$ cat src/rtl/note_scroller.sv
// note_scroller
// Feeds the 4x4 square drawer for one horizontal drum lane. Each slot holds a
// note (valid, x, colour). On every frame tick the slots are walked in order;
// each active note is erased at its old x, moved left by STEP and redrawn.
// Notes that would move past x=0 are dropped and reported as misses.
//
// Ports
//   clk, resetn     system clock, synchronous active-low reset
//   frame_tick      one-cycle pulse, start of frame (queued one deep)
//   spawn           one-cycle pulse, request a new note of colour spawn_colour
//   sq_req/sq_ack   request/acknowledge handshake to the square drawer
//   sq_x/sq_y       square top-left corner, sq_y is always LANE_Y
//   sq_colour       square colour, 0 erases
//   miss            pulse, a note scrolled off the left edge
//   spawn_drop      pulse, spawn discarded because every slot was full
//   overrun         pulse, frame_tick arrived with a tick already queued
//   busy            high while a pass is in progress
//   active_count    number of valid slots
//
// state | meaning
// ------+------------------------------------------------------------
// IDLE  | service pending spawn, else start a pass if a tick is queued
// CHECK | look at slot idx, skip it if empty
// ERASE | request colour-0 square at the old x, wait for ack
// MOVE  | step the note left, or drop it as a miss
// DRAW  | request the note colour at the new x, wait for ack
// NEXT  | advance idx or finish the pass

module note_scroller #(
  parameter int         NUM_NOTES = 8,
  parameter logic [6:0] LANE_Y    = 7'd60,
  parameter logic [7:0] SPAWN_X   = 8'd156,
  parameter int         STEP      = 1
) (
  input  logic       clk,
  input  logic       resetn,
  input  logic       frame_tick,
  input  logic       spawn,
  input  logic [2:0] spawn_colour,
  output logic       sq_req,
  input  logic       sq_ack,
  output logic [7:0] sq_x,
  output logic [6:0] sq_y,
  output logic [2:0] sq_colour,
  output logic       miss,
  output logic       spawn_drop,
  output logic       overrun,
  output logic       busy,
  output logic [4:0] active_count
);

  localparam int            IW       = (NUM_NOTES > 1) ? $clog2(NUM_NOTES) : 1;
  localparam logic [IW-1:0] LAST_IDX = IW'(NUM_NOTES - 1);
  localparam logic [7:0]    STEP_X   = 8'(STEP);

  typedef enum logic [2:0] {
    S_IDLE,
    S_CHECK,
    S_ERASE,
    S_MOVE,
    S_DRAW,
    S_NEXT
  } state_t;

  state_t state, state_d;

  logic [NUM_NOTES-1:0] slot_valid;
  logic [7:0]           slot_x   [NUM_NOTES];
  logic [2:0]           slot_col [NUM_NOTES];

  logic [IW-1:0] idx;
  logic          tick_pending;
  logic          spawn_pending;
  logic [2:0]    spawn_col;

  logic          cur_valid;
  logic [7:0]    cur_x;
  logic [2:0]    cur_col;
  logic          free_found;
  logic [IW-1:0] free_idx;
  logic [4:0]    valid_cnt;

  logic start_pass, ins_spawn, ld_erase, ld_draw, req_done;
  logic do_step, do_miss, idx_clr, idx_inc;

  assign sq_y = LANE_Y;
  assign busy = (state != S_IDLE);

  assign cur_valid = slot_valid[idx];
  assign cur_x     = slot_x[idx];
  assign cur_col   = slot_col[idx];

  // Lowest-index free slot: scan downward so the last hit is the lowest.
  always_comb begin
    free_found = 1'b0;
    free_idx   = '0;
    for (int k = NUM_NOTES - 1; k >= 0; k--) begin
      if (!slot_valid[k]) begin
        free_found = 1'b1;
        free_idx   = IW'(k);
      end
    end
  end

  always_comb begin
    valid_cnt = '0;
    for (int k = 0; k < NUM_NOTES; k++) begin
      valid_cnt = valid_cnt + {4'd0, slot_valid[k]};
    end
  end

  always_ff @(posedge clk) begin
    if (!resetn) state <= S_IDLE;
    else         state <= state_d;
  end

  always_comb begin
    state_d    = state;
    start_pass = 1'b0;
    ins_spawn  = 1'b0;
    ld_erase   = 1'b0;
    ld_draw    = 1'b0;
    req_done   = 1'b0;
    do_step    = 1'b0;
    do_miss    = 1'b0;
    idx_clr    = 1'b0;
    idx_inc    = 1'b0;
    case (state)
      S_IDLE: begin
        // A pending spawn is inserted first; the pass waits one cycle.
        if (spawn_pending) begin
          ins_spawn = 1'b1;
        end else if (tick_pending) begin
          start_pass = 1'b1;
          idx_clr    = 1'b1;
          state_d    = S_CHECK;
        end
      end
      S_CHECK: begin
        if (cur_valid) begin
          ld_erase = 1'b1;
          state_d  = S_ERASE;
        end else begin
          state_d = S_NEXT;
        end
      end
      S_ERASE: begin
        if (sq_ack && sq_req) begin
          req_done = 1'b1;
          state_d  = S_MOVE;
        end
      end
      S_MOVE: begin
        // Unsigned compare first so x never wraps below zero.
        if (cur_x < STEP_X) begin
          do_miss = 1'b1;
          state_d = S_NEXT;
        end else begin
          do_step = 1'b1;
          ld_draw = 1'b1;
          state_d = S_DRAW;
        end
      end
      S_DRAW: begin
        if (sq_ack && sq_req) begin
          req_done = 1'b1;
          state_d  = S_NEXT;
        end
      end
      S_NEXT: begin
        if (idx == LAST_IDX) begin
          state_d = S_IDLE;
        end else begin
          idx_inc = 1'b1;
          state_d = S_CHECK;
        end
      end
      default: state_d = S_IDLE;
    endcase
  end

  always_ff @(posedge clk) begin
    if (!resetn) begin
      slot_valid    <= '0;
      for (int k = 0; k < NUM_NOTES; k++) begin
        slot_x[k]   <= '0;
        slot_col[k] <= '0;
      end
      idx           <= '0;
      tick_pending  <= 1'b0;
      spawn_pending <= 1'b0;
      spawn_col     <= '0;
      sq_req        <= 1'b0;
      sq_x          <= '0;
      sq_colour     <= '0;
      miss          <= 1'b0;
      spawn_drop    <= 1'b0;
      overrun       <= 1'b0;
      active_count  <= '0;
    end else begin
      miss         <= do_miss;
      spawn_drop   <= ins_spawn && !free_found;
      // A tick landing on the pass-start cycle stays queued, not an overrun.
      overrun      <= frame_tick && tick_pending && !start_pass;
      tick_pending <= frame_tick || (tick_pending && !start_pass);
      active_count <= valid_cnt;

      // A new spawn pulse wins over clearing, so it is never lost.
      if (spawn) begin
        spawn_pending <= 1'b1;
        spawn_col     <= spawn_colour;
      end else if (ins_spawn) begin
        spawn_pending <= 1'b0;
      end

      if (ins_spawn && free_found) begin
        slot_valid[free_idx] <= 1'b1;
        slot_x[free_idx]     <= SPAWN_X;
        slot_col[free_idx]   <= spawn_col;
      end

      if (do_miss) slot_valid[idx] <= 1'b0;
      if (do_step) slot_x[idx]     <= cur_x - STEP_X;

      if (idx_clr)      idx <= '0;
      else if (idx_inc) idx <= idx + 1'b1;

      // Request fields are loaded on entry to ERASE/DRAW and held until ack.
      if (ld_erase) begin
        sq_req    <= 1'b1;
        sq_x      <= cur_x;
        sq_colour <= 3'b000;
      end else if (ld_draw) begin
        sq_req    <= 1'b1;
        sq_x      <= cur_x - STEP_X;
        sq_colour <= cur_col;
      end else if (req_done) begin
        sq_req    <= 1'b0;
      end
    end
  end

endmodule
$ cat config.mk
export PLATFORM = sky130hd
export DESIGN_NAME = note_scroller
export DESIGN_NICKNAME = d
export VERILOG_FILES = /design/src/rtl/note_scroller.sv
export SDC_FILE = /design/constraint.sdc
export NUM_CORES = 1
export LEC_CHECK = 0
export BUFFER_PORTS_ARGS = -buffer_cell sky130_fd_sc_hd__buf_2
export CORE_ASPECT_RATIO = 0.6
export CORE_UTILIZATION = 40
export DETAILED_ROUTE_END_ITERATION = 10
export GPL_ROUTABILITY_DRIVEN = 0
export GPL_TIMING_DRIVEN = 1
export SLEW_MARGIN = 20
export SYNTH_ARGS = -nofsm -noshare
export SYNTH_HDL_FRONTEND = slang
export SYNTH_SLANG_ARGS = --single-unit
$ cat constraint.sdc
create_clock -name clk -period 3.4 [get_ports clk]
set_input_delay 0.68 -clock clk [delete_from_list [all_inputs] [get_ports clk]]
set_output_delay 0.68 -clock clk [all_outputs]
set_load 0.01 [all_outputs]
==> results of run 1 <==
[power groups by stage]
stage / Combinational (W) / Clock [W] / Sequential [W]
2_1_floorplan: 0.000238 / 0 / 0.00180
3_3_place_gp: 0.000340 / 0 / 0.00182
3_5_place_dp: 0.000345 / 0 / 0.00182
4_1_cts: 0.000348 / 0.00189 / 0.00178
5_1_grt: 0.000388 / 0.00195 / 0.00179
6_report: 0.000356 / 0.00188 / 0.00179
[area by class of cell]
| cell class | count | area, um2 |
|---|---|---|
| Clock inverter | 15 | 182.7 |
| Tap cell | 203 | 254.0 |
| Timing Repair Buffer | 65 | 420.4 |
| Multi-Input combinational cell | 362 | 2633 |
| Clock buffer | 17 | 425.4 |
| Inverter | 20 | 75.07 |
| Sequential cell | 129 | 3463 |
| Fill cell | 1415 | 7961 |
[worst min-delay path: stages, from the launching register on]
cell	delay (ns)
dfxtp_1	0.31
nand3_1	0.06
a21oi_1	0.06
[layout by cell type (no fill, tap or decap), drive strengths merged, types with 4 or more instances in the layout]
master  instances
inv            23
nand2          32
conb            8
nor2           97
nand4           5
a211oi          7
mux4           22
dfxtp          41
nor3           27
a221oi          5
clkinv          7
ha              6
a31oi           7
nand3          10
clkbuf         17
o21ai          21
a21oi          20
and3           13
and2           11
edfxtp         88
nor4            6
nand2b          4
fa              4
buf            65
mux2i          16
[state kept, by name (all words and copies together) (netlist names), named ones only]
register	cells
sq_colour	3
sq_req	1
idx	3
slot_valid	8
miss	1
spawn_pending	1
sq_x	8
overrun	1
active_count	4
slot_x	64
tick_pending	1
state	3
spawn_col	3
slot_col	24
spawn_drop	1
[logic make-up (layout without fill, tap and decap cells)]
kind of cell    after synthesis  count (layout)  synth area share (%)
fa+ha+maj                    10              10                 2.443
compound gates               82              82                 10.64
other cells                   2               8                0.1182
flops                       129             129                 54.53
simple gates                219             219                 16.53
buf+inv                      57             117                 4.452
mux                          39              39                 10.74
xor+xnor                      4               4                0.5517
[metal layers]
layer	wire [um]	up-vias
met2	6400	251
met3	2125	18
met4	138	0
li1	-	2099
met1	8466	2299
met5	0	-
[final timing paths]
check                       to  cells past startpoint  startpoint  slack [ns]
setup / recovery  slot_x[3][1]                      7   flip-flop        0.23
hold / removal         sq_x[6]                      2     sq_x[6]        0.48
setup reg to reg  slot_x[3][1]                      7   flip-flop        0.23
hold reg to reg        sq_x[6]                      2     sq_x[6]        0.48
[stage by stage]
stage / hold slack [ns] / setup WS [ns] / instance area, um2 / util (%) / instances
6_report: 0.4774 / 0.2315 / 7453 / 48.35 / 811
5_1_grt: 0.5150 / 0.01039 / 7453 / 48.35 / 811
4_1_cts: 0.4769 / 0.2414 / 7448 / 48.32 / 811
3_5_place_dp: 0.4688 / 0.2555 / 6840 / 44.38 / 779
3_3_place_gp: 0.4604 / 0.3695 / 6840 / 44.38 / 779
2_1_floorplan: 0.4569 / 0.4965 / 6374 / - / 548
==> results_dict.tcl, run 1 <==
set metrics [dict create \
    cts_buffers 17 \
    drt-vias-per-instance 5.755 \
    p_seq_share_pct 44.4 \
    intPower_w 0.003024 \
    grt_usage_pct 22.45 \
    portBuffers 27 \
    yosys.cell_types.count 65 \
    met3_usage_pct 8.007 \
    hold_viol 0 \
    grt_setup_unrepaired "false" \
    synth_ff_type "edfxtp_1" \
    combPwrFrac_pct 8.9 \
    p_leak_nw 2.731 \
    ioPinCount 36 \
    setup_tns_ns 0 \
    ir_drop_uv 305.0 \
    critPathRequiredTime_ns 3.44 \
    worstHoldPathType "reg2reg" \
    drv_cap 0 \
    switching_share_pct 24.72 \
    die_h_um 99.61 \
    cp_cell_sequence "mux4_2, mux2i_1, ha_1, and3_1, a211oi_4, a32oi_4, nand2_1" \
    synth_seq_cells 129 \
    final_nets 613 \
    first_iter_violations 532 \
    p_per_area_nw_per_um2 539.0 \
    async_flop_share_pct 0 \
    clock_latency_ns 0.41 \
    fin_crit_ns 3.168 \
    dieWidth_um 164.7 \
    tritoncts "done" \
    vias 4667 \
    initial_core_util_pct 41.20 \
    grt-ovfl-total 0 \
    slowest_stage "dfxtp_1" \
    crit_arrival_ns 3.21 \
    syn_area_um2 6351 \
    yosysTopAreaCellShare_pct 41.61 \
    cts_buffer_depth 2 \
    cpPeakStageDelay_ns 0.62 \
    synth.top_cells.by_count "97 x nor2_1, 88 x edfxtp_1, 41 x dfxtp_1" \
    syn_avg_cell_area_um2 11.72 \
    die_area_um2 16400 \
    gr-usage-met2_pct 27.44 \
    yosysSeqAreaShare_pct 54.53 \
    antenna_found_initial 0 \
    cp-end-kind "flip-flop" \
    slew_headroom_pct 27.90 \
    grt_pass1_wl_um 26380 \
    synth.largest_area_cell "edfxtp_1" \
    grt_pass1_vias 4397 \
    drc 0 \
    synth_area_leaders "edfxtp_1 42%, dfxtp_1 13%, mux4_2 7.8%" \
    dp_hpwl_um 12560 \
    numClockSinks 129 \
    grt_max_degree 32 \
    skew_ns 0.009330 \
    setup_viol 0 \
    slew_viol_final 0 \
    synth_most_common_cell "nor2_1" \
    synthCells 542 \
    clk_pin_slew_worst_paths_ns 0.06 \
    power.total_w 0.004018 \
    grt_use_met1_pct 36.42 \
    fmax_mhz 315.6 \
    ys_warn_count 0 \
    fp.coreArea_um2 15410 \
    path_class "reg2reg" \
    dr.pass1.iters 5 \
    start_kind "flip-flop" \
    ctsHoldBuffers 0 \
    drive_above_1_share_pct 23.03 \
    cp_num_buf_inv 0 \
    ant_nets 0 \
    status "finished clean" \
    cts.root.buffer_cell "clkbuf_16" \
    wl_per_cell_um 21.12 \
    num_rows 35 \
    critPathTopFamily "multiplexers" \
    wirelength_um 17130 \
    clkPwrFrac_pct 46.7 \
    path_max_fanout 8 \
    fin_crit_sh_pct 93.19 \
    num_antenna_cells 0 \
    area_growth_pct 17.36 \
    post_cts_resized 0 \
    worst_slew_pin_slew_ns 1.072 \
    p_sw_w 0.0009933 \
    busiest_layer "met1" \
    synth_edf_count 88 \
    h-tree-depth 4 \
    post-cts-setup-buffer-count 0 \
]
Note: power is estimated with default switching activity, not from simulation.
==> run 2: changes to the inputs <==
Settings changed: PLACE_DENSITY_LB_ADDON set to 0.1.
==> run 2 against run 1 <==
  * Non-clock buffer count is 6 higher
  * Design area grew 0.24%
  * Sequential cell count unchanged
  * Sequential share of layout area down 0.11 points
  * First-iteration DRC count is 23% higher
  * Cell count up 0.74%
  * Total power is 2.4% lower
==> results_dict.tcl, run 2 (synthesized netlist as in run 1, its figures left out) <==
set metrics [dict create \
    num_antenna_cells 0 \
    grt_pass1_wl_um 27010 \
    final_cell_mix "97 x nor2_1, 88 x edfxtp_1, 43 x buf_4, 41 x dfxtp_1, 32 x nand2_1" \
    p_seq_share_pct 45.5 \
    die_area_um2 16400 \
    post-cts-setup-buffer-count 0 \
    slew_viol_final 0 \
    first_iter_violations 656 \
    grt_pass1_vias 4372 \
    hold_viol 0 \
    worstHoldPathType "reg2reg" \
    status "finished clean" \
    wirelength_um 17450 \
    post_cts_resized 0 \
    tritoncts "done" \
    ant_nets 0 \
    cts_buffers 17 \
    final_area_um2 7471 \
    drt-vias-per-instance 5.711 \
    critPathRequiredTime_ns 3.46 \
    p_leak_nw 2.750 \
    die_h_um 99.61 \
    drv_cap 0 \
    crit_arrival_ns 3.09 \
    clk_pin_slew_worst_paths_ns 0.06 \
    grt-ovfl-total 0 \
    fin_crit_ns 3.029 \
    largest_register_ffs 64 \
    fmax_mhz 330.2 \
    h-tree-depth 4 \
    area_growth_pct 17.63 \
    clock_latency_ns 0.42 \
    worst_slew_pin_slew_ns 0.8637 \
    combPwrFrac_pct 9.2 \
    dieWidth_um 164.7 \
    clkPwrFrac_pct 45.3 \
    max_flop_register "slot_x" \
    antenna_found_initial 0 \
    switching_share_pct 25.99 \
    numClockSinks 129 \
    num_rows 35 \
    ctsHoldBuffers 0 \
    slew_headroom_pct 41.61 \
    ioPinCount 36 \
    vias 4666 \
    grt_max_degree 42 \
    dp_hpwl_um 12690 \
    grt_usage_pct 22.86 \
    portBuffers 27 \
    intPower_w 0.002901 \
    initial_core_util_pct 41.20 \
    drc 0 \
    p_per_area_nw_per_um2 524.7 \
    grt_setup_unrepaired "false" \
    fin_crit_sh_pct 89.08 \
    skew_ns 0.01018 \
    reg_top3 "slot_x: 64 flops, slot_col: 24 flops" \
    path_max_fanout 8 \
    cts_buffer_depth 2 \
    fp.coreArea_um2 15410 \
    wl_per_cell_um 21.36 \
    start_kind "flip-flop" \
    cp-end-kind "flip-flop" \
    drive_above_1_share_pct 23.62 \
    dpl-instance-area_um2 6898 \
    fill_cells 1391 \
    p_sw_w 0.001019 \
    path_class "reg2reg" \
    final_common_cell "nor2_1" \
    setup_tns_ns 0 \
    dr.pass1.iters 5 \
    final_nets 619 \
    setup_viol 0 \
    ir_drop_uv 224.5 \
    cts.root.buffer_cell "clkbuf_16" \
]
[run 2: cell count changes in the layout (fill, tap and decap cells not counted), sizes merged]
cell,previous run,this run
bufinv,3,0
clkbuf,17,20
inv,23,26
clkinv,7,4
buf,65,71
[run 2: worst paths after layout]
kind | depth (start not counted) | start | slack, ns | end
min reg2reg | 2 | sq_x[6] | 0.48 | sq_x[6]
max | 8 | flip-flop | 0.37 | slot_x[6][0]
min | 2 | sq_x[6] | 0.48 | sq_x[6]
max reg2reg | 8 | flip-flop | 0.37 | slot_x[6][0]
[run 2: stage by stage]
stage | hold WS, ns | utilization, % | std cells | setup slack (ns) | total power, W
floorplan | 0.4569 | - | 548 | 0.4965 | 0.002034
global placement | 0.4580 | 44.75 | 785 | 0.4454 | 0.002168
detailed placement | 0.4754 | 44.75 | 785 | 0.3845 | 0.002170
CTS | 0.4794 | 48.47 | 817 | 0.3678 | 0.003939
global route | 0.5014 | 48.47 | 817 | 0.1595 | 0.004053
finish | 0.4845 | 48.47 | 817 | 0.3714 | 0.003920
[run 2: worst max-delay path, cell delays in order, from the launching register on]
cell and delay (ns):
dfxtp_1 0.54, buf_4 0.26, mux4_2 0.51, mux2i_1 0.25, buf_4 0.21, nand4_1 0.14, o211ai_1 0.25, o32a_1 0.21
nand2_1 0.30
[run 2: cell type report]
class | count | area (um2) | share of cell area [%]
well taps | 203 | 254.0 | 3.400
clock inverters | 12 | 93.84 | 1.256
flip-flops and latches | 129 | 3463 | 46.36
repair buffers | 71 | 478.0 | 6.398
inverters | 20 | 75.07 | 1.005
clock buffers | 20 | 479.2 | 6.414
multi-input cells | 362 | 2628 | 35.17
[run 2: metal layers]
metal / share of wire (%) / GRT usage [%]
met4: 0.73 / 5.222
met5: 0 / 0
met3: 8.1 / 4.629
met1: 53 / 38.92
met2: 38 / 28.22
[run 2: power by group through the flow]
stage / clock network, W / registers [W] / logic (W)
after global routing: 0.00187 / 0.00179 / 0.000390
final: 0.00178 / 0.00178 / 0.000359
after global placement: 0 / 0.00182 / 0.000352
after CTS: 0.00180 / 0.00178 / 0.000355
after detailed placement: 0 / 0.00182 / 0.000354
after floorplan: 0 / 0.00180 / 0.000238
